**src/rtl/alien_pkg.sv**
```systemverilog
// rtl/alien_pkg.sv - shared motion codes, sequencer states and default swarm geometry
package alien_pkg;

    typedef enum logic [1:0] {
        NO_MOTION = 2'd0,
        LEFT      = 2'd1,
        RIGHT     = 2'd2,
        DOWN      = 2'd3
    } motion_e;

    typedef enum logic [2:0] {
        ST_IDLE  = 3'd0,
        ST_WAIT  = 3'd1,
        ST_STEP  = 3'd2,
        ST_APPLY = 3'd3,
        ST_HALT  = 3'd4
    } state_e;

    localparam int DEF_X_W           = 10;
    localparam int DEF_Y_W           = 9;
    localparam int DEF_X_START       = 16;
    localparam int DEF_Y_START       = 64;
    localparam int DEF_X_LEFT_LIMIT  = 16;
    localparam int DEF_X_RIGHT_LIMIT = 624;
    localparam int DEF_SWARM_W       = 352;
    localparam int DEF_STEP_X        = 8;
    localparam int DEF_STEP_Y        = 16;
    localparam int DEF_Y_INVADE      = 400;
    localparam int DEF_PERIOD_MIN    = 2;
    localparam int DEF_CNT_W         = 6;

endpackage

```
**src/rtl/march_timer.sv**
```systemverilog
// rtl/march_timer.sv - frame counter that flags when the next march step is due
module march_timer #(
    parameter int CNT_W      = 6,
    parameter int PERIOD_MIN = 2
) (
    input  logic             clk,
    input  logic             reset,
    input  logic             clear,
    input  logic             enable,
    input  logic             frame_tick,
    input  logic             pause,
    input  logic [CNT_W-1:0] alive_count,
    output logic             step_due
);
    localparam int PW = CNT_W + 2;

    logic [CNT_W-1:0] cnt_q;
    logic [PW-1:0]    cnt_inc;
    logic [PW-1:0]    period;
    logic             tick_ok;

    // Two extra bits keep PERIOD_MIN + alive_count - 1 from wrapping.
    assign cnt_inc  = {2'b00, cnt_q} + PW'(1);
    assign period   = PW'(PERIOD_MIN) + {2'b00, alive_count} - PW'(1);
    assign tick_ok  = enable & frame_tick & ~pause;
    assign step_due = tick_ok && (cnt_inc >= period);

    always_ff @(posedge clk) begin
        if (reset || clear) begin
            cnt_q <= '0;
        end else if (step_due) begin
            cnt_q <= '0;
        end else if (tick_ok) begin
            cnt_q <= cnt_inc[CNT_W-1:0];
        end
    end

endmodule

```
**src/rtl/alien_march_sequencer.sv**
```systemverilog
// rtl/alien_march_sequencer.sv - paces swarm steps, applies motion codes, detects invasion/clear
module alien_march_sequencer
    import alien_pkg::*;
#(
    parameter int X_W           = DEF_X_W,
    parameter int Y_W           = DEF_Y_W,
    parameter int X_START       = DEF_X_START,
    parameter int Y_START       = DEF_Y_START,
    parameter int X_LEFT_LIMIT  = DEF_X_LEFT_LIMIT,
    parameter int X_RIGHT_LIMIT = DEF_X_RIGHT_LIMIT,
    parameter int SWARM_W       = DEF_SWARM_W,
    parameter int STEP_X        = DEF_STEP_X,
    parameter int STEP_Y        = DEF_STEP_Y,
    parameter int Y_INVADE      = DEF_Y_INVADE,
    parameter int PERIOD_MIN    = DEF_PERIOD_MIN,
    parameter int CNT_W         = DEF_CNT_W
) (
    input  logic             clk,
    input  logic             reset,
    input  logic             frame_tick,
    input  logic             start,
    input  logic             pause,
    input  logic [CNT_W-1:0] alive_count,
    input  logic [1:0]       motion,
    output logic             step_en,
    output logic             zz_clear,
    output logic             can_left,
    output logic             can_right,
    output logic [X_W-1:0]   swarm_x,
    output logic [Y_W-1:0]   swarm_y,
    output logic             busy,
    output logic             invaded,
    output logic             cleared
);
    localparam int XW1 = X_W + 1;
    localparam int YW1 = Y_W + 1;

    state_e         state_q;
    logic [X_W-1:0] swarm_x_q;
    logic [Y_W-1:0] swarm_y_q;
    logic           step_en_q;
    logic           zz_clear_q;
    logic           busy_q;
    logic           invaded_q;
    logic           cleared_q;

    logic           step_due;
    logic           timer_en;
    logic           running;
    logic [XW1-1:0] x_wide;
    logic           can_left_raw;
    logic           can_right_raw;
    logic [X_W-1:0] x_left_d;
    logic [X_W-1:0] x_right_d;
    logic [YW1-1:0] y_down_wide;
    logic [Y_W-1:0] y_down_d;

    assign timer_en = (state_q == ST_WAIT) && (alive_count != '0);

    march_timer #(
        .CNT_W      (CNT_W),
        .PERIOD_MIN (PERIOD_MIN)
    ) u_timer (
        .clk         (clk),
        .reset       (reset),
        .clear       (start),
        .enable      (timer_en),
        .frame_tick  (frame_tick),
        .pause       (pause),
        .alive_count (alive_count),
        .step_due    (step_due)
    );

    assign running       = (state_q == ST_WAIT) || (state_q == ST_STEP) || (state_q == ST_APPLY);
    assign x_wide        = {1'b0, swarm_x_q};
    assign can_left_raw  = x_wide >= XW1'(X_LEFT_LIMIT + STEP_X);
    assign can_right_raw = (x_wide + XW1'(SWARM_W + STEP_X)) <= XW1'(X_RIGHT_LIMIT);
    assign x_left_d      = swarm_x_q - X_W'(STEP_X);
    assign x_right_d     = swarm_x_q + X_W'(STEP_X);
    // A DOWN step pins at the top of the Y range rather than wrapping.
    assign y_down_wide   = {1'b0, swarm_y_q} + YW1'(STEP_Y);
    assign y_down_d      = y_down_wide[Y_W] ? {Y_W{1'b1}} : y_down_wide[Y_W-1:0];

    always_ff @(posedge clk) begin
        step_en_q  <= 1'b0;
        zz_clear_q <= 1'b0;
        cleared_q  <= 1'b0;
        if (reset) begin
            state_q   <= ST_IDLE;
            swarm_x_q <= X_W'(X_START);
            swarm_y_q <= Y_W'(Y_START);
            busy_q    <= 1'b0;
            invaded_q <= 1'b0;
        end else if (state_q == ST_WAIT && alive_count == '0) begin
            state_q   <= ST_IDLE;
            busy_q    <= 1'b0;
            cleared_q <= 1'b1;
        end else if (start) begin
            state_q    <= ST_WAIT;
            swarm_x_q  <= X_W'(X_START);
            swarm_y_q  <= Y_W'(Y_START);
            busy_q     <= 1'b1;
            invaded_q  <= 1'b0;
            zz_clear_q <= 1'b1;
        end else begin
            case (state_q)
                ST_WAIT: begin
                    if (step_due) begin
                        state_q   <= ST_STEP;
                        step_en_q <= 1'b1;
                    end
                end
                ST_STEP: state_q <= ST_APPLY;
                ST_APPLY: begin
                    state_q <= ST_WAIT;
                    case (motion_e'(motion))
                        LEFT:  if (can_left_raw)  swarm_x_q <= x_left_d;
                        RIGHT: if (can_right_raw) swarm_x_q <= x_right_d;
                        DOWN: begin
                            swarm_y_q <= y_down_d;
                            if (y_down_d >= Y_W'(Y_INVADE)) begin
                                invaded_q <= 1'b1;
                                busy_q    <= 1'b0;
                                state_q   <= ST_HALT;
                            end
                        end
                        default: ;
                    endcase
                end
                default: ;
            endcase
        end
    end

    assign step_en   = step_en_q;
    assign zz_clear  = zz_clear_q;
    assign cleared   = cleared_q;
    assign busy      = busy_q;
    assign invaded   = invaded_q;
    assign swarm_x   = swarm_x_q;
    assign swarm_y   = swarm_y_q;
    assign can_left  = running & can_left_raw;
    assign can_right = running & can_right_raw;

endmodule

```
**config.mk**
```make
export PLATFORM = sky130hd
export DESIGN_NAME = alien_march_sequencer
export DESIGN_NICKNAME = d
export VERILOG_FILES = /design/src/rtl/alien_pkg.sv /design/src/rtl/march_timer.sv /design/src/rtl/alien_march_sequencer.sv
export SDC_FILE = /design/constraint.sdc
export NUM_CORES = 1
export LEC_CHECK = 0
export CAP_MARGIN = 20
export CORE_ASPECT_RATIO = 1.1
export CORE_UTILIZATION = 25
export DETAILED_ROUTE_END_ITERATION = 8
export GPL_ROUTABILITY_DRIVEN = 0
export GPL_TIMING_DRIVEN = 0
export SLEW_MARGIN = 20
export SYNTH_ARGS = -nofsm -noshare
export SYNTH_HDL_FRONTEND = slang
export SYNTH_SLANG_ARGS = --single-unit
```
**constraint.sdc**
```tcl
create_clock -name clk -period 3 [get_ports clk]
set_input_delay 0.6 -clock clk [delete_from_list [all_inputs] [get_ports clk]]
set_output_delay 0.6 -clock clk [all_outputs]
set_load 0.005 [all_outputs]
```
# Word level (Yosys, flattened, before mapping)
# Cells that the tools add are included.
[classes]
addsub = 7
magnitude_cmp = 4
n_eq_ne = 10
mux = 25
n_bitwise = 7
reduce_logical = 24
[ops]
columns = ["op", "n"]
rows = [
  ["10-bit two-way mux", 4],
  ["9-bit two-way mux", 4],
  ["10-bit one-hot mux with 2 select lines", 1],
  ["1-bit two-way mux", 12],
  ["10-bit by 9-bit adder with 11-bit output, second input constant", 1],
  ["11-bit by 10-bit <= comparator with 1-bit output, second input constant", 1],
  ["10-bit by 4-bit adder with 10-bit output, second input constant", 1],
  ["9-bit by 5-bit adder with 10-bit output, second input constant", 1],
  ["10-bit by 5-bit >= comparator with 1-bit output, second input constant", 1],
  ["10-bit by 4-bit subtractor with 10-bit output, second input constant", 1],
  ["9-bit >= comparator, second input constant", 1],
  ["3-bit two-way mux", 3],
  ["3-bit inequality test, second input constant", 3],
  ["3-bit one-hot mux with 3 select lines", 1],
  ["8-bit >= comparator", 1],
  ["8-bit by 1-bit subtractor with 8-bit output, second input constant", 1],
  ["2-bit by 6-bit adder with 7-bit output, first input constant", 1],
  ["6-bit by 1-bit adder with 7-bit output, second input constant", 1],
  ["3-bit by 2-bit equality test with 1-bit output, second input constant", 2],
  ["6-bit zero test", 1],
  ["3-bit AND reduction", 2],
  ["2-bit nonzero test", 3],
  ["3-bit nonzero test", 2],
  ["6-bit nonzero test", 1],
  ["other kinds (15)", 27],
]
[totals]
ff_bits = 33
inputBits = 13
out_inout_bits = 26

# Depth between registers and ports, before layout
# Gate-level depths: netlist of the first run.
[logic_depth]
depth_word = 8
depth_mapped = 12
depth_no_buf = 12

# Cells and area by module
# Synthesis of the first run repeated with hierarchy kept, for this count alone.
[unflattened]
hier_cells = 251
area_unflattened_um2 = 2139.6
[modules_own_cells]
columns = ["module", "n_inst", "cells_each", "area_each_um2", "seq_area_each_um2"]
rows = [
  ["alien_march_sequencer", 1, 188, 1525.2, 480.5],
  ["march_timer", 1, 63, 614.3, 120.1],
]

# Least setup slack after synthesis of the first run
# Ideal clock, no wire load.
[synth_path]
path_type = "in2reg"
start = "input port alive_count[1]"
end = "register state_q[0]"
setup_ns = 0.087
arrival_time_ns = 2.581
required_ns = 2.913
setup_slack_ns = 0.332
cell_stages = 11
path_buffers = 0
path_cell_list = "ha_1 nor2b_1 a21oi_1 a22oi_1 xor2_1 ha_1 a21o_1 a211oi_1 o21a_1 nor2_1 o31ai_1"
[synth_between]
elab_chain_len = 7
word_cells_on_any_way = 13
cone_classes = "add/sub: 2; order compare: 1; eq/ne: 1; bitwise: 2; reduce/logical: 7"
[synth_rtl]
columns = ["element", "line", "source"]
rows = [
  ["from (decl)", "alien_march_sequencer.sv:23", "input logic [CNT_W-1:0] alive_count,"],
  ["parallel branches: the longest is 7 deep, another holds 8-bit by 1-bit subtractor with 8-bit output", "n/a", ""],
  ["to (signal assigned)", "alien_march_sequencer.sv:89", "state_q <= ST_IDLE;"],
  ["to (signal assigned)", "alien_march_sequencer.sv:95", "state_q <= ST_IDLE;"],
  ["to (signal assigned)", "alien_march_sequencer.sv:99", "state_q <= ST_WAIT;"],
  ["to (decl)", "alien_march_sequencer.sv:38", "state_e state_q;"],
]
# Parallel ways; which one is timed is not known.
# A chain may end at the register's enable or synchronous reset.

# Final worst setup path of the first run
# Same ends and word-level chain as after synthesis.

==> reports/metrics.cfg, run 1 <==
[cts]
clk_latency_ns = 0.28
cts_root_buffer = clkbuf_8
clockBufferDepth = 2
cts_tree = built
cts_hold_buf = 0
cts_setup_buffers = 0
cts_num_sinks = 30
cts_made_buffers = 5
clk_pin_slew_worst_paths_ns = 0.06
h-tree-depth = 2

[placement]
place_inst = 413
port_buffers = 34
dp.final_hpwl_um = 3790
place_ws_ns = -0.504

[timing]
fin_worst_skew_ns = 0.00561
finalCriticalPeriod_ns = 2.78
setup_viol = 0
worst_slew_pin_slew_ns = 0.611
clock.fmax_ghz = 0.360
rsz0062_at_grt = false
layout_worst_path_cycle_share = 0.926
setup_ws_ns = 0.222
hold_viol = 0
slew_headroom = 0.589
drv_slew = 0

[synthesis]
ys_seq_area_frac = 0.277
synth_edf_count = 0
yosys_most_used_dff = dfxtp_1
synthCells = 266
yosys-top-cells-count = dfxtp_1, nor2_1, ha_1
synth_warnings = 0
ys_top_cells_by_area = dfxtp_1, ha_1, nor2_1
synth_cell_type_count = 51
synth_top_area_frac = 0.277
avgSynthCellArea_um2 = 8.16
ys_ff_latch = 30
syn_area_um2 = 2170
synthArstFlopShare = 0
synth_top_cell_by_area = dfxtp_1

[global_route]
first_global_vias = 1941
grt_first_pass_wirelength_um = 8530
grt_usage = 0.114
grt_overflow = 0
antenna_found_initial = 0
grt_start_max_net_pins = 11

[floorplan]
fp.dieArea_um2 = 9060
rows = 35
die_x_um = 90.8
core_um2 = 8410
die_y_um = 99.7
start_util = 0.258
ios = 39

[finish]
drive_gt1_frac = 0.0841
instances_no_fill = 420
filler_cell_count = 908
seq_area_um2 = 606
n_antenna_cell = 0
nNetsFinal = 344
multi_input_area_um2 = 1510
syn2layout_area_growth_pct = 28.0

[critical_path]
path_max_fanout = 6
path_buf_inv = 1
critical-path-top-delay-family = compound AO/OA/AOI/OAI gates
required_ns = 3.19
cp_common_cell = ha_1
cpPeakStageDelay_ns = 0.34
cp_cell_sequence = clkdlybuf4s15_1 > ha_1 > nor2b_4 > a21oi_2 > a22oi_1 > xor2_1 > ha_1 > a21o_1 > a211oi_2 > o21a_1 > nor2_1 > o31ai_1
cp-end-kind = flip-flop
critPathKind = in -> reg
cp_slowest_cell = clkdlybuf4s15_1
crit_path_start_kind = input port
critPathArrivalTime_ns = 2.97

[pwr]
p_leak_nw = 1.14
power_switching_uw = 302
ir_worst_vdd_v = 0.000205
clockPowerShare = 0.303
swShare = 0.303
combPwrFrac = 0.261
p_seq_frac = 0.435
power_density_nw_per_um2 = 359
p_int_uw = 695

[route]
wire_per_inst_um = 11.8
ant_nets = 0
drc = 0
viasPerCell = 4.75
num_vias = 1996
drt_iter0_markers = 69
drt-pass1-iter-count = 4
wirelength_um = 4940

[run_status]
outcome = complete, no violations

[min_path]
min-delay-path-class = reg -> reg

[job]
drv_cap = 0

## metal layers
layer,global-route usage,share of wire
met2,0.197,0.48
met4,0.0305,0.0063
met3,0.0245,0.038
met1,0.142,0.48
met5,0,0
## cell families (layout without fill, tap and decap cells)
kind of cell    Yosys count  after routing  synth area share
other cells               1              3           0.00173
compound gates           70             70             0.224
simple gates             92             92             0.208
xor+xnor                 21             21            0.0847
buf+inv                  24             65            0.0478
mux                       6              6            0.0277
flops                    30             30             0.277
fa+ha+maj                22             22             0.130
## registers in the layout (all words and copies together), names as in the netlist
signal / cells
swarm_y: 9
swarm_x: 7
u_timer.cnt_q: 6
state_q: 3
busy: 1
cleared: 1
invaded: 1
step_en: 1
zz_clear: 1
## power by group through the flow
stage	clock network [mW]	registers [mW]	logic [mW]
after detailed placement	0	0.443	0.256
after floorplan	0	0.438	0.172
after global placement	0	0.442	0.253
final	0.302	0.434	0.260
after CTS	0.314	0.434	0.258
after global routing	0.329	0.437	0.293
## placed cells by master, fill, tap and decap left out, types with 3 or more instances in the layout
cell             instances
xnor2_1                 11
inv_1                   16
clkbuf_8                 5
a21oi_1                 15
xor2_1                  10
a211oi_2                 3
nor4_1                   4
clkbuf_1                 3
and3_1                   6
nor2_1                  30
nand2_1                 16
dfxtp_1                 28
nand2b_1                 5
buf_4                    3
clkdlybuf4s50_1         30
conb_1                   3
or3_1                    3
a21o_1                   4
ha_1                    19
nand3_1                  9
o21ai_0                  9
nor3_1                   8
a211oi_1                 4
o21a_1                   8
mux2i_1                  6
## final timing paths
check	startpoint	endpoint	slack, ns	depth (start not counted)
hold reg to reg	invaded$_SDFFE_PP0P_	invaded$_SDFFE_PP0P_	0.48	1
hold / removal	invaded$_SDFFE_PP0P_	invaded$_SDFFE_PP0P_	0.48	1
setup reg to reg	swarm_x[3]$_SDFFE_PP0P_	swarm_x[8]$_SDFFE_PP0P_	0.76	7
setup / recovery	alive_count[1]	state_q[0]$_SDFFE_PP0P_	0.22	12
## stage by stage
| step | TNS [ns] | hold slack [ns] | cell area [um2] | util | total power [mW] |
|---|---|---|---|---|---|
| 6_report | 0 | 0.483 | 2780 | 0.331 | 0.997 |
| 5_1_grt | 0 | 0.498 | 2780 | 0.331 | 1.06 |
| 4_1_cts | 0 | 0.484 | 2750 | 0.327 | 1.01 |
| 3_5_place_dp | -4.50 | 0.461 | 2660 | 0.316 | 0.699 |
| 3_3_place_gp | -4.73 | 0.453 | 2660 | 0.316 | 0.696 |
| 2_1_floorplan | 0 | 0.458 | 2180 | - | 0.610 |
## layout make-up
class,instances,share of cell area
buffer,8,0.0158
clock buffer,5,0.0248
clock inverter,2,0.00360
inverter,16,0.0216
multi-input combinational,214,0.544
sequential,30,0.218
tap,111,0.0500
timing repair buffer,34,0.122
## repair_timing
item,in CTS,in global routing
setup endpoints to repair,10,11
pin swaps,1,1
resized for setup,9,7
Note: power is estimated with default switching activity, not from simulation.
==> inputs of run 2 (changes only) <==
CTS_CLUSTER_SIZE = 40   (was unset)
MAX_ROUTING_LAYER = met4   (was unset)
==> reports/metrics.cfg, run 2 (same netlist as run 1, synthesis figures left out) <==
[route]
wirelength_um = 4950  ; was 4940 um
drt-met1-wl_um = 2420  ; was 2350 um
routed-wl-met3_um = 140  ; was 187 um
wire_per_inst_um = 11.8  ; about the same
ant_nets = 0  ; unchanged
drt_iter0_markers = 77  ; was 69
viasPerCell = 4.75  ; about the same
num_vias = 1994  ; was 1996
top_layer = met4  ; unchanged
drt-pass1-iter-count = 4  ; unchanged
drc = 0  ; unchanged
wl_met2_um = 2360  ; was 2370 um

[pwr]
clockPowerShare = 0.303  ; about the same
swShare = 0.303  ; about the same
combPwrFrac = 0.261  ; about the same
power_switching_uw = 302  ; about the same
p_int_uw = 695  ; unchanged
ir_worst_vdd_v = 0.000204  ; was 0.000205 V
power_density_nw_per_um2 = 359  ; about the same
p_leak_nw = 1.14  ; unchanged
p_seq_frac = 0.435  ; about the same

[timing]
fin_worst_skew_ns = 0.00613  ; was 0.00561 ns
worst_slew_pin_slew_ns = 0.611  ; about the same
setup_viol = 0  ; unchanged
drv_slew = 0  ; unchanged
layout_worst_path_cycle_share = 0.926  ; about the same
finalSetupTns_ns = 0  ; unchanged
clock.fmax_ghz = 0.360  ; about the same
hold_viol = 0  ; unchanged
slew_headroom = 0.589  ; about the same
finalCriticalPeriod_ns = 2.78  ; about the same
rsz0062_at_grt = false  ; unchanged

[finish]
final_cell_mix = nor2_1, clkdlybuf4s50_1, dfxtp_1, ha_1  ; unchanged
instances_no_fill = 420  ; unchanged
filler_cell_count = 908  ; unchanged
largest_register_ffs = 9  ; unchanged
syn2layout_area_growth_pct = 28.0  ; unchanged
nNetsFinal = 344  ; unchanged
n_antenna_cell = 0  ; unchanged
design_area_um2 = 2780  ; unchanged
drive_gt1_frac = 0.0841  ; unchanged

[critical_path]
critPathKind = in -> reg  ; unchanged
crit_path_start_kind = input port  ; unchanged
rrSetupSlack_ns = 0.73  ; was 0.76 ns
cp-end-kind = flip-flop  ; unchanged
path_max_fanout = 6  ; unchanged
critPathArrivalTime_ns = 2.97  ; about the same
required_ns = 3.19  ; about the same

[placement]
port_buffers = 34  ; unchanged
dpl_cell_area_um2 = 2660  ; unchanged
dp.final_hpwl_um = 3790  ; unchanged
place_inst = 413  ; unchanged

[floorplan]
ios = 39  ; unchanged
rows = 35  ; unchanged
die_x_um = 90.8  ; unchanged
fp.dieArea_um2 = 9060  ; unchanged
core_um2 = 8410  ; unchanged
die_y_um = 99.7  ; unchanged
start_util = 0.258  ; unchanged

[global_route]
grt_overflow = 0  ; unchanged
antenna_found_initial = 0  ; unchanged
grt_first_pass_wirelength_um = 8540  ; was 8530 um
grt_start_max_net_pins = 11  ; unchanged
grt_usage = 0.117  ; was 0.114
first_global_vias = 1944  ; was 1941

[run_status]
outcome = complete, no violations  ; unchanged

[cts]
h-tree-depth = 2  ; unchanged
cts_setup_buffers = 0  ; unchanged
cts_tree = built  ; unchanged
cts_made_buffers = 5  ; unchanged
cts_root_buffer = clkbuf_8  ; unchanged
cts_hold_buf = 0  ; unchanged
clk_latency_ns = 0.27  ; was 0.28 ns
clk_pin_slew_worst_paths_ns = 0.06  ; about the same
clockBufferDepth = 2  ; unchanged
cts_num_sinks = 30  ; unchanged

[job]
drv_cap = 0  ; unchanged

[min_path]
min-delay-path-class = reg -> reg  ; unchanged

[run 2: what timing repair did]
item | CTS | global route
endpoints found under the setup margin | 10 | 11
pin swaps | 1 | 1
resized for setup | 9 | 7
[run 2: through the flow]
step / hold WS, ns / setup slack (ns) / util / total power [mW]
final: 0.483 / 0.221 / 0.331 / 0.997
after global placement: 0.453 / -0.520 / 0.316 / 0.696
after floorplan: 0.458 / 0.332 / - / 0.610
after detailed placement: 0.461 / -0.504 / 0.316 / 0.699
after CTS: 0.484 / 0.0212 / 0.327 / 1.01
after global routing: 0.498 / 0.0192 / 0.331 / 1.06
[run 2: final timing paths]
kind / depth (start not counted) / start / to
min reg2reg: 1 / invaded$_SDFFE_PP0P_ / invaded$_SDFFE_PP0P_
max: 12 / alive_count[1] / state_q[0]$_SDFFE_PP0P_
max reg2reg: 7 / swarm_x[3]$_SDFFE_PP0P_ / swarm_x[8]$_SDFFE_PP0P_
min: 1 / invaded$_SDFFE_PP0P_ / invaded$_SDFFE_PP0P_
[run 2: final cells by class]
type / instances / area (um2) / share of cell area
Multi-Input combinational cell: 214 / 1510 / 0.544
Sequential cell: 30 / 606 / 0.218
Timing Repair Buffer: 34 / 340 / 0.122
Tap cell: 111 / 139 / 0.0500
Clock buffer: 5 / 68.8 / 0.0248
Inverter: 16 / 60.1 / 0.0216
Buffer: 8 / 43.8 / 0.0158
Clock inverter: 2 / 10.0 / 0.00360
[run 2: metal layers]
metal,global-route usage,up-vias
li1,-,1036
met1,0.145,922
met2,0.196,31
met3,0.0214,5
met4,0.0305,0
met5,-,-
[run 2: power groups by stage]
stage	sequential (mW)	clock (mW)	combinational (mW)
floorplan	0.438	0	0.172
global placement	0.442	0	0.253
detailed placement	0.443	0	0.256
CTS	0.434	0.314	0.258
global route	0.437	0.329	0.293
finish	0.434	0.302	0.261
[run 2: critical path, cell delays in order]
cell             delay (ns)
clkdlybuf4s15_1        0.34
ha_1                   0.25
nor2b_4                0.19
a21oi_2                0.08
a22oi_1                0.17
xor2_1                 0.19
ha_1                   0.27
a21o_1                 0.19
a211oi_2               0.21
o21a_1                 0.18
nor2_1                 0.09
o31ai_1                0.21
==> inputs of run 3 (changes only) <==
SLEW_MARGIN = unset   (was 20)
==> results of run 3 <==
The final DEF is identical to that of run 2; final timing and power are the same.
==> variant 1 (settings of run 1) <==
Change the package constant `DEF_Y_W` from 9 to 18.
--- a/src/rtl/alien_pkg.sv
+++ b/src/rtl/alien_pkg.sv
@@ -19,3 +19,3 @@
     localparam int DEF_X_W           = 10;
-    localparam int DEF_Y_W           = 9;
+    localparam int DEF_Y_W           = 18;
     localparam int DEF_X_START       = 16;
Ports: changed (resized swarm_y); port bits go from 39 to 48. The function was not compared with the original's and may differ.
==> variant 1 against run 1 <==
- cell area is 39% higher
- combinational power is 16% higher
- sequential cell count is 9 higher
- setup slack worse by 0.063 ns
- die area is 36% higher
- total power is 46% higher
- routed wire length is 66% higher
- fmax is 2.2% lower
- critical path depth is 2 lower
- synthesized area is 37% higher
==> variant 1: results (changes against run 1) <==
Clock root buffer: clkbuf_16
CP max stage cell: clkdlybuf4s50_1
Non-filler cells, final: 573 (+36%)
Inverters: 14 (-2)
Leakage: 1.41 nW (+24%)
Hold Path Sink: swarm_y[3]
First-pass GRT wire length: 13,500 µm (+59%)
Share of layout cells above drive strength 1: 13.7% (+5.3 points)
Worst path arrival time: 3.04 ns (+0.07 ns)
First-pass DRT Iterations: 5 (+1)
Area after DPL: 3600 µm² (+35%)
Reg area: 790 µm² (+30%)
DR vias: 2,985 (+50%)
Crit path max fanout: 4 (-2)
Slew @ Worst Pin: 0.682 ns (+0.0712 ns)
Worst Min Path Start: swarm_y[3]
Mean Syn Cell Area: 8.13 µm² (-0.39%)
Setup bufs post-CTS: 3 (+3)
Clock Skew: 0.00475 ns (-0.000862 ns)
R2R Path Start: swarm_y[4]
Clk cell area share: 4.22% (+1.4 points)
CP peak stage delay: 0.49 ns (+0.15 ns)
Filler instances: 1,189 (+31%)
Iter 0 DRT Violations: 209 (+200%)
Status: completed
Cells after DPL: 561 (+36%)
R2R Setup Slk: 0.37 ns (-0.39 ns)
Area grow syn2layout: 29.5%
Detailed-placement wirelength estimate: 6020 µm (+59%)
Layout non-clock buf frac: 14.8% (+0.95 points)
Register area share after synthesis: 26.2% (-1.4 points)
Delay-heaviest family, CP: compound AO/OA/AOI/OAI gates
RR Endpoint: state_q[0]
Synth Register Bits: 39 (+30%)
Hold Worst Slack: 0.471 ns (-0.0117 ns)
Vias in the first global route: 2,735 (+41%)
Fin nets: 457 (+33%)
Final WL: 8210 µm (+66%)
Placement Setup Slack: -0.652 ns (-0.147 ns)
Signal buffers: 67 (+60%)
GR Util All Layers: 13.7% (+2.4 points)
Largest net degree at the start of global routing: 13 (+2)
Post-CTS sizing: 15 (+6)
VDD IR max: 0.218 mV (+6.6%)
Largest register FFs: 18 (+9)
Top cells by area, synth: dfxtp_1 (26%), ha_1 (8.4%), a21oi_1 (4.5%)
==> variant 1: changes by cell type after synthesis, sizes merged, moves of 5 or more <==
cell   before  now
nand4       2   11
a31oi       2    7
buf         5   11
a31o        0    5
nor3        8   22
a21oi      17   29
dfxtp      30   39
nor2       30   37
==> variant 1: logic make-up (layout without fill, tap and decap cells) <==
| kind of cell | count (synthesis) | count (layout) | synth area share [%] |
|---|---|---|---|
| AND/OR/NAND/NOR | 139 | 139 | 24.9 |
| AO/OA/AOI/OAI | 107 | 107 | 26.4 |
| flip-flops | 39 | 39 | 26.2 |
| buffers and inverters | 33 | 88 | 5.38 |
| adder cells (fa/ha/maj) | 21 | 21 | 9.08 |
| XOR/XNOR | 21 | 21 | 6.18 |
| multiplexers | 5 | 5 | 1.68 |
| other | 1 | 3 | 0.126 |
==> variant 1: worst max path at each step <==
| stage | slack (ns) | depth (start not counted) | startpoint | endpoint |
|---|---|---|---|---|
| detailed placement | -0.65 | 12 | alive_count[2] | state_q[0] |
| global route | 0.005 | 10 | alive_count[5] | state_q[0] |
| floorplan | 0.18 | 11 | alive_count[1] | state_q[0] |
| finish | 0.16 | 10 | alive_count[5] | state_q[0] |
| global placement | -0.64 | 12 | alive_count[2] | state_q[0] |
| CTS | -0.003 | 13 | alive_count[0] | u_timer.cnt_q[4] |
==> variant 1: power by group <==
part / switching [W] / internal [W] / total, W
Clock: 0.000214 / 0.000387 / 0.000601
Combinational: 0.000160 / 0.000141 / 0.000301
Sequential: 0.0000256 / 0.000530 / 0.000555
Total: 0.000399 / 0.00106 / 0.00146
==> variant 1: per-layer routing <==
layer  vias up  wire, µm  GRT usage (%)  share of wire (%)
met4         0       133           4.44                1.6
met1      1412      3710           17.1                 45
met5         -         0              0                  0
met3        11       456           3.24                5.6
li1       1474         -              -                  -
met2        88      3920           23.5                 48
==> variant 2 (config.mk and constraints of run 1) <==
Made on the original files. The 5 states of `state_e` get a one-hot encoding in 5 bits.
--- a/src/rtl/alien_pkg.sv
+++ b/src/rtl/alien_pkg.sv
@@ -10,8 +10,8 @@
 
-    typedef enum logic [2:0] {
-        ST_IDLE  = 3'd0,
-        ST_WAIT  = 3'd1,
-        ST_STEP  = 3'd2,
-        ST_APPLY = 3'd3,
-        ST_HALT  = 3'd4
+    typedef enum logic [4:0] {
+        ST_IDLE  = 5'b00001,
+        ST_WAIT  = 5'b00010,
+        ST_STEP  = 5'b00100,
+        ST_APPLY = 5'b01000,
+        ST_HALT  = 5'b10000
     } state_e;
Formal check against the unedited RTL: same outputs for any inputs over 10 cycles, from zero or initial values and one cycle with reset high; not proved beyond that.
==> variant 2 against run 1 <==
- total power rose by 13%
- sequential cell count grew 2
- setup slack lost 0.010 ns
- clock power increased by 37%
- routed wire length grew 5.1%
- cell area rose by 6.8%
- worst hold slack got worse by 0.017 ns
- synthesized area is 6.6% higher
- sequential share of layout area barely moved
- combinational power shrank 2%
- register-to-register slack worse by 0.15 ns
- non-clock buffer count grew 4
- clock skew decreased by 0.0021 ns
- highest routed layer unchanged
==> variant 2: results (changes against run 1) <==
First-pass DRT Iterations: 4 (unchanged)
Share of layout cells above drive strength 1: 14.0% (+5.6 points)
Antenna cells: 0 (unchanged)
Avg WL per Cell: 12.1 µm (+3.1%)
Buffers on Ports: 32 (-5.9%)
Clock buffer depth: 2 (unchanged)
Delay-heaviest family, CP: compound AO/OA/AOI/OAI gates
Detailed-placement wirelength estimate: 3960 µm (+4.6%)
R2R Path Start: swarm_x[4]
Fin nets: 347 (+0.87%)
R2R Setup Slk: 0.61 ns (-0.15 ns)
R2R cell count: 8 (+1)
First-pass GRT wire length: 8740 µm (+2.4%)
Top cells by area, synth: dfxtp_1 (28%), ha_1 (11%), nor2_1 (4.9%)
Worst Min Path Start: swarm_y[3]
Filler instances: 950 (+4.6%)
Post-synthesis cell type count: 59 (+16%)
Cells after DPL: 416 (+0.73%)
Largest net degree at the start of global routing: 12 (+1)
GR Util All Layers: 11.3% (-0.037 points)
Synthesized instance count: 268 (+0.75%)
Vias in the first global route: 1,961 (+1.0%)
Status: completed
Met2 routed WL: 2460 µm (+3.5%)
Metal3 WL: 221 µm (+18%)
Leakage: 1.21 nW (+5.9%)
Synth top cells by count: dfxtp_1 (32), nor2_1 (30), ha_1 (20)
Placement Setup Slack: -0.540 ns (-0.0358 ns)
VDD IR max: 0.183 mV (-10%)
Vias per inst: 4.80 (+1.1%)
Iter 0 DRT Violations: 44 (-36%)
CP Capture Point: state_q[2]
RR Endpoint: swarm_x[3]
Area after DPL: 2790 µm² (+4.8%)
Wl on met1: 2390 µm (+2.0%)
CP peak stage delay: 0.26 ns (-0.08 ns)
Util after Layout: 33.3% (+0.23 points)
Setup WS post-layout: 0.212 ns (-0.0100 ns)
Non-filler cells, final: 428 (+1.9%)
Clock Skew: 0.00352 ns (-0.00210 ns)
Register area share after synthesis: 27.7% (about the same)
CP max stage cell: a211o_1
Clock-pin slew on the worst setup and hold paths: 0.07 ns
Pint: 0.000813 W (+17%)
Crit path max fanout: 5 (-1)
Worst rel slew slack: 49.2% (-9.7 points)
variant 2: what timing repair did:
| item | CTS | global route |
|---|---|---|
| endpoints found under the setup margin | 10 | 11 |
| gates cloned | 0 | 0 |
| setup buffers | 3 | 1 |
| resized for setup | 10 | 10 |
| hold buffers | 0 | 0 |
variant 2: per-layer routing:
metal | vias to the layer above | GRT usage (%)
met1 | 968 | 14.1
met5 | - | 0
met2 | 34 | 18.4
met3 | 10 | 2.88
met4 | 0 | 5.33
li1 | 1044 | -
variant 2: cells by family after synthesis:
logic type      after synthesis  synth area share [%]
simple gates                 98                  22.4
other cells                   1                 0.162
buf+inv                      20                  4.16
fa+ha+maj                    21                  11.7
mux                          11                  5.03
xor+xnor                     23                  8.70
flops                        32                  27.7
compound gates               62                  20.2
variant 2: how the worst min path moves through the flow:
stage	endpoint	slack, ns	cells past startpoint
6_report	swarm_y[3]	0.47	1
5_1_grt	swarm_y[3]	0.48	1
4_1_cts	swarm_y[2]	0.47	1
3_5_place_dp	swarm_y[2]	0.45	1
3_3_place_gp	swarm_y[2]	0.45	1
2_1_floorplan	swarm_y[0]	0.46	1
variant 2: per-stage QoR:
stage / hold WS (ns) / setup TNS (ns)
6_report: 0.466 / 0
3_5_place_dp: 0.455 / -4.42
2_1_floorplan: 0.464 / 0
4_1_cts: 0.472 / 0
5_1_grt: 0.479 / 0
3_3_place_gp: 0.446 / -3.70
variant 2: power groups by stage:
| stage | Sequential, W | Clock [W] | Combinational, W |
|---|---|---|---|
| 2_1_floorplan | 0.000464 | 0 | 0.000174 |
| 3_3_place_gp | 0.000468 | 0 | 0.000240 |
| 3_5_place_dp | 0.000469 | 0 | 0.000246 |
| 4_1_cts | 0.000460 | 0.000426 | 0.000250 |
| 5_1_grt | 0.000461 | 0.000445 | 0.000287 |
| 6_report | 0.000459 | 0.000415 | 0.000255 |
variant 2: cell type report:
type | count | share of cell area (%)
clock inverter | 3 | 1.43
inverter | 10 | 1.26
sequential | 32 | 21.8
buffer | 10 | 1.98
tap | 114 | 4.81
multi-input combinational | 218 | 54.9
clock buffer | 5 | 2.32
timing repair buffer | 36 | 11.5
